## config.mk

```make
export PLATFORM = sky130hd
export DESIGN_NAME = alu_req_arbiter
export DESIGN_NICKNAME = d
export VERILOG_FILES = /design/src/rtl/alu_req_arbiter.sv
export SDC_FILE = /design/constraint.sdc
export NUM_CORES = 1
export LEC_CHECK = 0
export CAP_MARGIN = 25
export CORE_UTILIZATION = 38
export DETAILED_ROUTE_END_ITERATION = 8
export GPL_TIMING_DRIVEN = 0
export PLACE_DENSITY = 0.8
export SLEW_MARGIN = 20
export SYNTH_ARGS = -nofsm -noshare
export SYNTH_HDL_FRONTEND = slang
export SYNTH_SLANG_ARGS = --single-unit
```

## constraint.sdc

```tcl
create_clock -name alu_clk -period 2.35 [get_ports alu_clk]
set_clock_uncertainty 0.1 [all_clocks]
set_input_delay 0.47 -clock alu_clk [delete_from_list [all_inputs] [get_ports alu_clk]]
set_output_delay 0.47 -clock alu_clk [all_outputs]
set_load 0.005 [all_outputs]
```

## src/rtl/alu_req_arbiter.sv

```systemverilog
// alu_req_arbiter: round-robin sharing of one fixed-latency ALU among NUM_REQ requesters
module alu_req_arbiter #(
  parameter int NUM_REQ = 4,
  parameter int ALU_LAT = 1,
  parameter int DW      = 8
) (
  input  logic                  alu_clk,
  input  logic                  rst,
  input  logic [NUM_REQ-1:0]    req_valid,
  output logic [NUM_REQ-1:0]    req_ready,
  input  logic [NUM_REQ*DW-1:0] req_a,
  input  logic [NUM_REQ*DW-1:0] req_b,
  input  logic [NUM_REQ-1:0]    req_mode,
  input  logic [NUM_REQ*3-1:0]  req_op,
  output logic [NUM_REQ-1:0]    rsp_valid,
  output logic [DW-1:0]         rsp_data,
  output logic                  rsp_irq,
  output logic                  busy,
  output logic [DW-1:0]         alu_in_a,
  output logic [DW-1:0]         alu_in_b,
  output logic                  alu_mode,
  output logic [2:0]            alu_op_a,
  output logic [2:0]            alu_op_b,
  output logic                  alu_irq_clr,
  input  logic [DW-1:0]         alu_out,
  input  logic                  alu_irq
);
  localparam int GW = $clog2(NUM_REQ);
  localparam int CW = $clog2(ALU_LAT + 1);
  typedef enum logic [1:0] {IDLE, WAIT, RESP, CLR} state_t;
  state_t state;
  logic [GW-1:0] last, gnt, pick, idx;
  logic [CW-1:0] cnt;
  logic found;
  // scan downward from the farthest candidate so the nearest one after last wins
  always_comb begin
    pick = last;
    idx = '0;
    found = 1'b0;
    for (int k = NUM_REQ; k >= 1; k--) begin
      idx = GW'((int'(last) + k) % NUM_REQ);
      if (req_valid[idx]) begin
        pick = idx;
        found = 1'b1;
      end
    end
  end
  assign req_ready = (state == IDLE && found && !rst) ? NUM_REQ'(1) << pick : '0;
  always_ff @(posedge alu_clk) begin
    if (rst) begin
      state <= IDLE;
      last <= GW'(NUM_REQ - 1);
      gnt <= '0;
      cnt <= '0;
      rsp_valid <= '0;
      rsp_data <= '0;
      rsp_irq <= 1'b0;
      busy <= 1'b0;
      alu_in_a <= '0;
      alu_in_b <= '0;
      alu_mode <= 1'b0;
      alu_op_a <= '0;
      alu_op_b <= '0;
      alu_irq_clr <= 1'b0;
    end else begin
      rsp_valid <= '0;
      alu_irq_clr <= 1'b0;
      case (state)
        IDLE: if (found) begin
          state <= WAIT;
          busy <= 1'b1;
          last <= pick;
          gnt <= pick;
          cnt <= CW'(ALU_LAT);
          alu_in_a <= req_a[pick*DW +: DW];
          alu_in_b <= req_b[pick*DW +: DW];
          alu_mode <= req_mode[pick];
          alu_op_a <= req_mode[pick] ? 3'd0 : req_op[pick*3 +: 3];
          alu_op_b <= req_mode[pick] ? req_op[pick*3 +: 3] : 3'd0;
        end
        WAIT: begin
          cnt <= cnt - 1'b1;
          if (cnt == CW'(1)) begin
            rsp_data <= alu_out;
            rsp_irq <= alu_irq;
            rsp_valid <= NUM_REQ'(1) << gnt;
            state <= RESP;
          end
        end
        RESP: begin
          state <= rsp_irq ? CLR : IDLE;
          busy <= rsp_irq;
          alu_irq_clr <= rsp_irq;
        end
        CLR: begin
          state <= IDLE;
          busy <= 1'b0;
        end
      endcase
    end
  end
endmodule

```

---- Yosys cells after proc, flatten, opt, wreduce, memory -nomap -nowiden ----
Cells that the tools add are included.
storage, ports and cells
  flip-flop bits (word level) ............. 45
  bits of input ports ..................... 95
  output and inout bits ................... 42
  logic and storage cells ................. 79
cells by class
  add/subtract/negate cells ............... 5
  multiply operators ...................... 1
  order comparisons ....................... 5
  eq/ne operators ......................... 5
  shift-type cells ........................ 5
  multiplexer cells ....................... 28
  bitwise operators ....................... 3
  reductions and logical operators ........ 13
operator list
  kind                   count
  $shiftx A32 B6 Y8      2
  $lt A2 B3 Y1 const B   5
  $mux W2                7
  $shiftx A12 B5 Y3      1
  $bmux W1 S2            5
  $mux W1                10
  $reduce_and A2 Y1      5
  $pmux W2 S4            1
  $shl A1 B2 Y4 const A  2
  $mux W3                2
  $add A2 B1 Y2 const B  2
  $add A2 B2 Y2 const B  2
  $eq A2 B2 Y1 const B   2
  $mul A2 B2 Y4 const B  1
  $mux W4                1
  $ne A2 B2 Y1 const B   2
  $not A1 Y1             3
  $pmux W1 S3            1
  $reduce_bool A3 Y1     1
  $reduce_or A3 Y1       1
  $eq A2 B1 Y1 const B   1
  $logic_and A1 B1 Y1    2
  $logic_not A2 Y1       1
  $pmux W1 S2            1
  other kinds (4)        4

---- Logic depth before layout (Yosys ltp) ----
Gate-level depths: netlist of run 1.
  depth in word-level cells ............... 10
  depth in mapped cells ................... 9
  mapped depth without buffers ............ 6

---- Least setup slack after synthesis of run 1 ----
No wires, ideal clock.
  path kind ............................... in2out
  from .................................... input port req_valid[3]
  to ...................................... output port req_ready[0]
  data arrival time ....................... 1,662 ps
  data required time ...................... 1,780 ps
  slack ................................... 118 ps
  stages on the path ...................... 5
  path buffers ............................ 2
  cell sequence ........................... buf_4 -> or3_4 -> o31ai_2 -> buf_2 -> nor2b_1
between the ends
  word-level cells in the longest chain between the ends .. 9
  elaborated cells on any way between the ends .. 20
  those cells by class .................... 1 x shift; 17 x mux; 2 x reduce/logical
ends and longest elaborated chain
  item                              line  text
  start: declaration                9     input logic [NUM_REQ-1:0] req_valid,
  $bmux W1 S2                       42    if (req_valid[idx]) begin
  $mux W1 (implied by the code)     42
  $mux W1 (4 in a row)              42
  $logic_and A1 B1 Y1 (2 in a row)  48    assign req_ready = (state == IDLE && found && !rst) ? NUM_REQ'(1) << pick : '0;
  $mux W4 *                         48
  end: declaration                  10    output logic [NUM_REQ-1:0] req_ready,
Mark *: on every way between the ends. The rest lies on a longest branch, timed or not. The select of a mux whose other input is x is not followed.

---- Worst setup path after layout of run 1 ----
  from .................................... register last[1]
  to ...................................... output port req_ready[1]
between the ends
  word-level cells in the longest chain between the ends .. 10
  elaborated cells on any way between the ends .. 24
  those cells by class .................... 4 x add/sub; 1 x shift; 17 x mux; 2 x reduce/logical
ends and longest elaborated chain
  item                              line  text
  start: declaration                32    logic [GW-1:0] last, gnt, pick, idx;
  start signal: assignment          52    last <= GW'(NUM_REQ - 1);
  start signal: assignment          72    last <= pick;
  $add A2 B1 Y2                     41    idx = GW'((int'(last) + k) % NUM_REQ);
  $bmux W1 S2                       42
  $mux W1 (implied by the code)     42
  $mux W1 (4 in a row)              42
  $logic_and A1 B1 Y1 (2 in a row)  48
  $mux W4 *                         48
Marks and branches as above.

==> metrics.csv, run 1 <==
metric,value,unit
status,"finished, violations left",
violated checks,setup timing,
Crit-path slowest cell,or3_4,
Worst-Margin Slew,0.638,ns
number of nets in the layout,531,
critical path depth,8,
Worst Path Required,1.78,ns
asr flop ratio synth,0,
Detailed Route Iter0 Violations,172,
Worst-path clk slew,0.09,ns
CP max stage delay,0.41,ns
Max Freq,406,MHz
worst path arrival time,1.89,ns
Ports,137,
first-pass GRT wire length,12.1,mm
crit path buf inv count,3,
LEAKAGE,1.65,nW
critical path launch point type,flip-flop,
CP Capture Type,primary output,
grt total ovfl,0,
crit-path cells,buf_6 -> or3_4 -> nand2_2 -> a22oi_2 -> o22ai_2 -> buf_6 -> nor2b_4 -> buf_6,
deepest clock path buffer count,2,
vias post-DR,2724,
GPL Wtd Cong,0.878,
Mapped Cells,282,
gr usage total,0.239,
Post-synth EDFFs,0,
DRT Pass-1 Iters,4,
fin crit share,1.05,
largest net degree at the start of global routing,17,
Crit Path Max Fanout,5,
post-route ant nets,0,
# setup viols final,2,
Port-buffer cells,133,
worst min path class,reg -> reg,
register area share after synthesis,0.374,
clock sink count,45,
worst ir drop on vdd,377,uV
dpl cell area,3830,um^2
final setup margin,-0.114,ns
"Power, Total",2.54,mW
CP most frequent cell,buf_6,
Clock Latency Late Sink,0.30,ns
Core Region,6030,um^2
diode count,0,
Root Buffer,clkbuf_8,
"delay-heaviest family, CP",simple AND/OR/NAND/NOR gates,
crit path kind,reg -> out,
Final Hold Slack,0.365,ns
vias per std cell,5.32,
relative slew slack,0.574,
Reg2Reg Setup Slack,0.09,ns
syn avg cell area,8.55,um^2
pins over their slew limit,0,
DR DRC count,0,
Fin. Hold Viols,0,
"flops & latches, synth",45,
Die Span Y,81.6,um
Hold Path Cell Cnt,1,
max-cap viol count,0,
layout cells sized above 1,0.183,
post-route cell area,4130,um^2
pwr/cell area,616,nW/um^2
CTS H-tree depth,2,
setup TNS,-0.124,ns
Starting Density,0.400,
area of the mapped netlist,2410,um^2
RSZ-0062 raised after global routing,true,
post-DP HPWL,5.62,mm
CTS tree,done,
Die ar.,6660,um^2
post-synth net total,377,
Finished Layout Cells,512,
min cycle time layout,2.46,ns
number of global-route vias before repair,2650,
Routed WL,7.88,mm
row cnt,28,
Die X-Extent,81.6,um
routed len/inst,15.4,um
area grow syn2layout,71.3,%
post-synth cell types,45,
CTS Buf Count,5,
Cells after DPL,490,
reg2reg path depth,11,
YS warnings,0,
ys flop type,dfxtp_1,
initial antenna violation count,0,
final timing paths:
path	start	end
max reg2reg	last[1]$_SDFFE_PP1P_	alu_in_b[3]$_SDFFE_PP0P_
max	last[1]$_SDFFE_PP1P_	req_ready[1]
min	gnt[1]$_SDFFE_PP0P_	rsp_valid[1]$_SDFF_PP0_
min reg2reg	gnt[1]$_SDFFE_PP0P_	rsp_valid[1]$_SDFF_PP0_
routing by layer:
layer	up-vias	wire length [um]	GRT usage
met4	0	140	0.0825
li1	1325	-	-
met5	-	0	0
met1	1262	3200	0.266
met3	14	698	0.0767
met2	123	3840	0.426
flip-flops by register name, indices dropped and copies added (netlist names):
register / count
alu_irq_clr: 1
rsp_irq: 1
last: 2
alu_op_b: 3
state: 2
alu_op_a: 3
gnt: 2
rsp_valid: 4
alu_in_a: 8
alu_in_b: 8
alu_mode: 1
cnt: 1
rsp_data: 8
busy: 1
synthesized netlist by cell type, types with 2 or more instances:
cell type	instances	area share
dfxtp_1	45	0.37
nor2_1	35	0.055
nand2_1	28	0.044
a21oi_1	24	0.050
a211oi_1	17	0.053
a22oi_1	14	0.044
mux2_2	13	0.061
clkbuf_1	11	0.017
mux2i_1	9	0.037
inv_1	7	0.011
nand3b_1	6	0.019
nor2b_1	6	0.016
a21o_1	5	0.016
buf_2	5	0.010
buf_6	5	0.023
nand2b_1	5	0.013
a221oi_1	4	0.015
o31ai_2	4	0.021
a32o_1	3	0.012
o21ai_0	3	0.0062
o31ai_1	3	0.0093
a211o_1	2	0.0073
and3_1	2	0.0052
nand3_1	2	0.0042
nor3_1	2	0.0042
nor3b_1	2	0.0062
o21ai_1	2	0.0042
power breakdown:
part,internal [mW],switching (mW)
Sequential,0.863,0.0598
Combinational,0.623,0.495
Clock,0.215,0.287
area by class of cell:
| type | instances | area, um^2 |
|---|---|---|
| multi-input combinational | 207 | 1440 |
| clock buffer | 5 | 68.8 |
| tap | 75 | 93.8 |
| sequential | 45 | 906 |
| inverter | 7 | 26.3 |
| timing repair buffer | 148 | 1420 |
| buffer | 22 | 150 |
| clock inverter | 3 | 25.0 |
| fill | 518 | 1900 |
stage by stage:
| step | setup slack (ns) | util |
|---|---|---|
| 5_1_grt | -0.179 | 0.685 |
| 6_report | -0.114 | 0.685 |
| 4_1_cts | -0.0959 | 0.674 |
| 3_5_place_dp | -0.947 | 0.636 |
| 3_3_place_gp | -0.995 | 0.636 |
| 2_1_floorplan | 0.118 | - |
cells in the final DEF, fill, tap and decap left out, types with 3 or more instances in the layout:
cell	count
o31ai_1	3
nand2_1	27
clkbuf_8	5
buf_4	16
nor2_1	34
a21oi_1	24
dfxtp_1	43
a211oi_1	16
clkdlybuf4s50_1	127
inv_1	7
nor2b_1	3
a21o_1	5
buf_6	6
mux2_2	13
nand3b_1	6
nand2b_1	4
buf_2	6
a32o_1	3
clkbuf_1	10
a22oi_1	8
a221oi_1	4
a22oi_2	6
o21ai_1	3
mux2i_1	9
o31ai_2	3
logic make-up after synthesis:
family,Yosys count,synth area share
flops,45,0.374
mux,22,0.0981
compound gates,89,0.271
simple gates,95,0.187
xor+xnor,1,0.00364
buf+inv,30,0.0665
timing repair:
action / CTS / global route
gates resized for setup: 36 / 16
pin swaps: 9 / 7
setup endpoints to repair: 24 / 9
cloned: 0 / 0
setup buffers: 10 / 5
hold buffers: 0 / 0
No activity file was read; power rests on OpenSTA's default activity.
==> run 2, diff against run 1 <==
--- a/config.mk
+++ b/config.mk
@@ -6,5 +6,5 @@
 export NUM_CORES = 1
 export LEC_CHECK = 0
-export CAP_MARGIN = 25
+export CAP_MARGIN = 20
 export CORE_UTILIZATION = 38
 export DETAILED_ROUTE_END_ITERATION = 8
--- a/constraint.sdc
+++ b/constraint.sdc
@@ -3,3 +3,3 @@
 set_input_delay 0.47 -clock alu_clk [delete_from_list [all_inputs] [get_ports alu_clk]]
 set_output_delay 0.47 -clock alu_clk [all_outputs]
-set_load 0.005 [all_outputs]
+set_load 0.1 [all_outputs]
==> run 2 against run 1 <==
  * The run still ends with setup timing left
  * Sequential power about the same
  * Register-to-register slack improved by 0.08 ns
  * Combinational power is 51% higher
  * Highest routed layer unchanged
==> metrics.csv, run 2 (synthesis results as in run 1) <==
metric,value,unit
status,"finished, violations left",
violated checks,setup timing,
Port-buffer cells,133,
Cells after DPL,490,
"Power, Total",3.12,mW
crit path kind,reg -> out,
CP Capture Type,primary output,
worst ir drop on vdd,666,uV
Reg power frac,0.295,
"Hold-fix buffers, CTS",0,
Worst-path clk slew,0.10,ns
deepest clock path buffer count,2,
initial antenna violation count,0,
area grow syn2layout,71.5,%
Finished Layout Cells,507,
final setup margin,-0.0887,ns
Combinational Power Share,0.541,
number of global-route vias before repair,2577,
"Core Util, Final",0.686,
largest net degree at the start of global routing,17,
grt total ovfl,0,
Core Region,6030,um^2
LEAKAGE,1.96,nW
switching part of the total power,0.469,
Routed WL,7.92,mm
Max Freq,410,MHz
Die ar.,6660,um^2
worst min path class,reg -> reg,
min cycle time layout,2.44,ns
gr usage total,0.229,
Clock Power Share,0.164,
vias per std cell,5.33,
Crit Path Max Fanout,5,
Die Span Y,81.6,um
critical path launch point type,flip-flop,
setup TNS,-0.148,ns
met2 WL,3.89,mm
clock sink count,45,
most frequent cells in the layout,"clkdlybuf4s50_1, dfxtp_1, nor2_1, nand2_1, a21oi_1",
Clock Latency Late Sink,0.30,ns
pwr/cell area,756,nW/um^2
fin crit share,1.04,
Internal,1.66,mW
post-route ant nets,0,
Detailed Route Iter0 Violations,102,
relative slew slack,0.344,
# setup viols final,2,
CTS Buf Count,5,
number of nets in the layout,526,
routed len/inst,15.6,um
CTS H-tree depth,2,
Worst-Margin Slew,0.983,ns
pins over their slew limit,0,
WL met3,636,um
Root Buffer,clkbuf_8,
worst path arrival time,1.87,ns
CTS tree,done,
Regs by FF count,"alu_in_a: 8 flops, alu_in_b: 8 flops, rsp_data: 8 flops",
DR DRC count,0,
Starting Density,0.400,
sw power,1.47,mW
GPL Wtd Cong,0.856,
dpl cell area,3900,um^2
DRT Pass-1 Iters,4,
post-DP HPWL,5.81,mm
diode count,0,
Die X-Extent,81.6,um
max-cap viol count,0,
"most common cell after layout, fill and taps aside",clkdlybuf4s50_1,
Filler cells,514,
Fin. Hold Viols,0,
first-pass GRT wire length,11.9,mm
met1 wire length,3.28,mm
post-route cell area,4130,um^2
RSZ-0062 raised after global routing,true,
Worst Path Required,1.78,ns
DR top layer,met4,
Ports,137,
vias post-DR,2701,
layout cells sized above 1,0.162,
row cnt,28,
==> run 2: cell count changes in the layout (fill, tap and decap cells not counted), moves of 3 or more <==
cell,delta
a22oi_2,-5
dlygate4sd2_1,+22
buf_12,+4
dlymetal6s2s_1,+15
nor2b_4,+3
a22oi_1,+5
clkdlybuf4s50_1,-38
buf_4,-5
==> run 2: cell type report <==
type | instances | area [um^2] | share of cell area
Clock inverter | 3 | 25.0 | 0.00606
Buffer | 22 | 149 | 0.0360
Multi-Input combinational cell | 207 | 1420 | 0.344
Sequential cell | 45 | 902 | 0.218
Timing Repair Buffer | 143 | 1450 | 0.350
Tap cell | 75 | 93.8 | 0.0227
Inverter | 7 | 26.3 | 0.00636
Clock buffer | 5 | 68.8 | 0.0167
==> run 2: worst max-delay path, stage by stage (launching register included) <==
cell	delay (ns)
dfxtp_2	0.33
buf_6	0.12
or3_4	0.36
nand2_2	0.08
a22oi_2	0.08
o22ai_4	0.22
nor2b_4	0.20
buf_12	0.18
==> run 2: path summary, 6_finish.rpt <==
check                         from                  endpoint  slack, ns  cells after the start
max           last[1]$_SDFFE_PP1P_              req_ready[1]      -0.09                      7
min reg2reg  alu_mode$_SDFFE_PP0P_     alu_mode$_SDFFE_PP0P_       0.37                      2
max reg2reg   last[1]$_SDFFE_PP1P_  alu_in_b[4]$_SDFFE_PP0P_       0.17                     10
min          alu_mode$_SDFFE_PP0P_     alu_mode$_SDFFE_PP0P_       0.37                      2
==> run 2: metal layers <==
layer | GRT usage | vias up
met5 | 0 | -
met4 | 0.0719 | 0
met3 | 0.0511 | 14
met2 | 0.414 | 117
met1 | 0.267 | 1253
li1 | - | 1317
==> run 2: what timing repair did <==
item,4_1_cts,5_1_grt
buffers inserted,9,1
gates cloned,0,0
pin swaps,5,3
setup endpoints to repair,44,19
resized for setup,69,26
==> run 2: per-stage QoR <==
| step | hold slack, ns | setup slack [ns] |
|---|---|---|
| floorplan | 0.329 | -0.213 |
| global placement | 0.343 | -1.60 |
| detailed placement | 0.346 | -1.63 |
| CTS | 0.368 | -0.103 |
| global route | 0.386 | -0.152 |
| finish | 0.366 | -0.0887 |
==> run 2: power groups by stage <==
stage	registers, mW	logic (mW)	clock network, mW
after CTS	0.921	1.68	0.517
after floorplan	1.52	0.601	0
final	0.921	1.69	0.512
after detailed placement	0.939	1.65	0
after global routing	0.936	1.78	0.549
after global placement	0.938	1.63	0
==> run 3, diff against run 2 <==
Settings changed: CTS_BUF_LIST set to sky130_fd_sc_hd__clkbuf_16, GPL_ROUTABILITY_DRIVEN set to 0, SKIP_CTS_REPAIR_TIMING set to 1.
==> run 3 against run 2 <==
  * The flow still finishes with violations (setup timing)
  * Non-clock buffer count rose by 3
  * Clock power is 40% higher
  * Sequential share of layout area down 0.67 points
  * Hold slack improved by 0.0039 ns
  * Critical path type unchanged
  * Largest power group unchanged
  * Highest routed layer unchanged
==> metrics.csv, run 3 (synthesis results as in run 1) <==
metric,value,unit
Filler cells,478,
violated checks,setup timing,
Fin. Hold Viols,0,
Worst-Margin Slew,0.987,ns
CP max stage delay,0.36,ns
first-pass GRT wire length,11.7,mm
# setup viols final,3,
Die Span Y,81.6,um
clock sink count,45,
Max Freq,399,MHz
Crit-path slowest cell,or3_4,
Seq. cell area,902,um^2
critical path launch point type,flip-flop,
diode count,0,
pwr/cell area,790,nW/um^2
LEAKAGE,2.13,nW
layout cells sized above 1,0.166,
worst min path class,reg -> reg,
DR top layer,met4,
reg2reg path depth,10,
status,"finished, violations left",
area of the multi-input gates,1420,um^2
Reg2Reg Setup Slack,0.16,ns
met2 WL,3.93,mm
row cnt,28,
Ports,137,
DRT Pass-1 Iters,4,
CP most frequent cell,buf_6,
post-route cell area,4260,um^2
met1 wire length,3.34,mm
largest net degree at the start of global routing,17,
post-route ant nets,0,
Clock Latency Late Sink,0.29,ns
Regs by FF count,"alu_in_a: 8 flops, alu_in_b: 8 flops, rsp_data: 8 flops",
CP startpoint,last[1]$_SDFFE_PP1P_,
routed len/inst,15.6,um
Core Region,6030,um^2
Worst Path Required,1.78,ns
crit path kind,reg -> out,
worst path arrival time,1.94,ns
Detailed Route Iter0 Violations,67,
critical path endpoint,req_ready[1],
dpl cell area,3900,um^2
number of nets in the layout,529,
setup TNS,-0.373,ns
post-DP HPWL,5.81,mm
Final Hold Slack,0.370,ns
most frequent cells in the layout,"clkdlybuf4s50_1, dfxtp_1, nor2_1, dlymetal6s2s_1, nand2_1",
"Core Util, Final",0.707,
reg2reg start,last[1]$_SDFFE_PP1P_,
pre-CTS setup slack,-1.63,ns
area grow syn2layout,76.9,%
Starting Density,0.400,
number of global-route vias before repair,2517,
CTS Buf Count,5,
WL met3,625,um
CP Capture Type,primary output,
CTS tree,done,
vias post-DR,2711,
vias per std cell,5.32,
fin crit share,1.07,
deepest clock path buffer count,2,
relative slew slack,0.341,
worst ir drop on vdd,684,uV
Routed WL,7.94,mm
Root Buffer,clkbuf_16,
Port-buffer cells,133,
Cells after DPL,490,
initial antenna violation count,0,
"most common cell after layout, fill and taps aside",clkdlybuf4s50_1,
Die X-Extent,81.6,um
gr usage total,0.226,
"Power, Total",3.37,mW
Reg-to-Reg End,alu_in_b[4]$_SDFFE_PP0P_,
CTS H-tree depth,2,
min cycle time layout,2.51,ns
Die ar.,6660,um^2
Crit Path Max Fanout,6,
DR DRC count,0,
crit-path cells,buf_6 -> or3_4 -> nand2_2 -> a22oi_2 -> o22ai_4 -> buf_6 -> nor2b_4 -> buf_12,
max-cap viol count,0,
RSZ-0062 raised after global routing,true,
final setup margin,-0.157,ns
Worst-path clk slew,0.07,ns
Finished Layout Cells,510,
grt total ovfl,0,
pins over their slew limit,0,
-- run 3: changes by cell type in the layout (fill, tap and decap cells not counted), moves of 2 or more --
cell and change:
clkdlybuf4s50_1 +9, clkbuf_2 +2, buf_6 +2, dlymetal6s2s_1 +14
buf_4 +2, o21ai_1 -2, o21ai_0 +2, clkbuf_8 -5
dlygate4sd2_1 -23, clkbuf_16 +5
-- run 3: area by class of cell --
cell class | instances | share of cell area
clock inverters | 3 | 0.00587
multi-input cells | 207 | 0.333
clock buffers | 5 | 0.0294
well taps | 75 | 0.0220
flip-flops and latches | 45 | 0.212
inverters | 7 | 0.00616
repair buffers | 145 | 0.355
plain buffers | 23 | 0.0370
-- run 3: metal layers --
layer | vias to the layer above | global-route usage
li1 | 1327 | -
met1 | 1264 | 0.272
met2 | 114 | 0.405
met3 | 6 | 0.0511
met4 | 0 | 0.0526
met5 | - | 0
-- run 3: worst max-delay path, delay by kind of cell (launching register included) --
kind,cells,cell delay (ns)
flip-flops,1,0.33
buffers and inverters,3,0.46
AO/OA/AOI/OAI,2,0.28
AND/OR/NAND/NOR,3,0.60
-- run 3: how the worst min path moves through the flow --
stage	start	end	cells after the start
floorplan	gnt[1]$_SDFFE_PP0P_	rsp_valid[1]$_SDFF_PP0_	1
global placement	alu_mode$_SDFFE_PP0P_	alu_mode$_SDFFE_PP0P_	2
detailed placement	alu_mode$_SDFFE_PP0P_	alu_mode$_SDFFE_PP0P_	2
CTS	alu_mode$_SDFFE_PP0P_	alu_mode$_SDFFE_PP0P_	2
global route	alu_mode$_SDFFE_PP0P_	alu_mode$_SDFFE_PP0P_	2
finish	gnt[1]$_SDFFE_PP0P_	rsp_valid[1]$_SDFF_PP0_	1
-- run 3: where the power goes --
group | switching [mW] | internal (mW)
registers | 0.0607 | 0.863
clock network | 0.315 | 0.402
logic | 1.11 | 0.615
total | 1.49 | 1.88
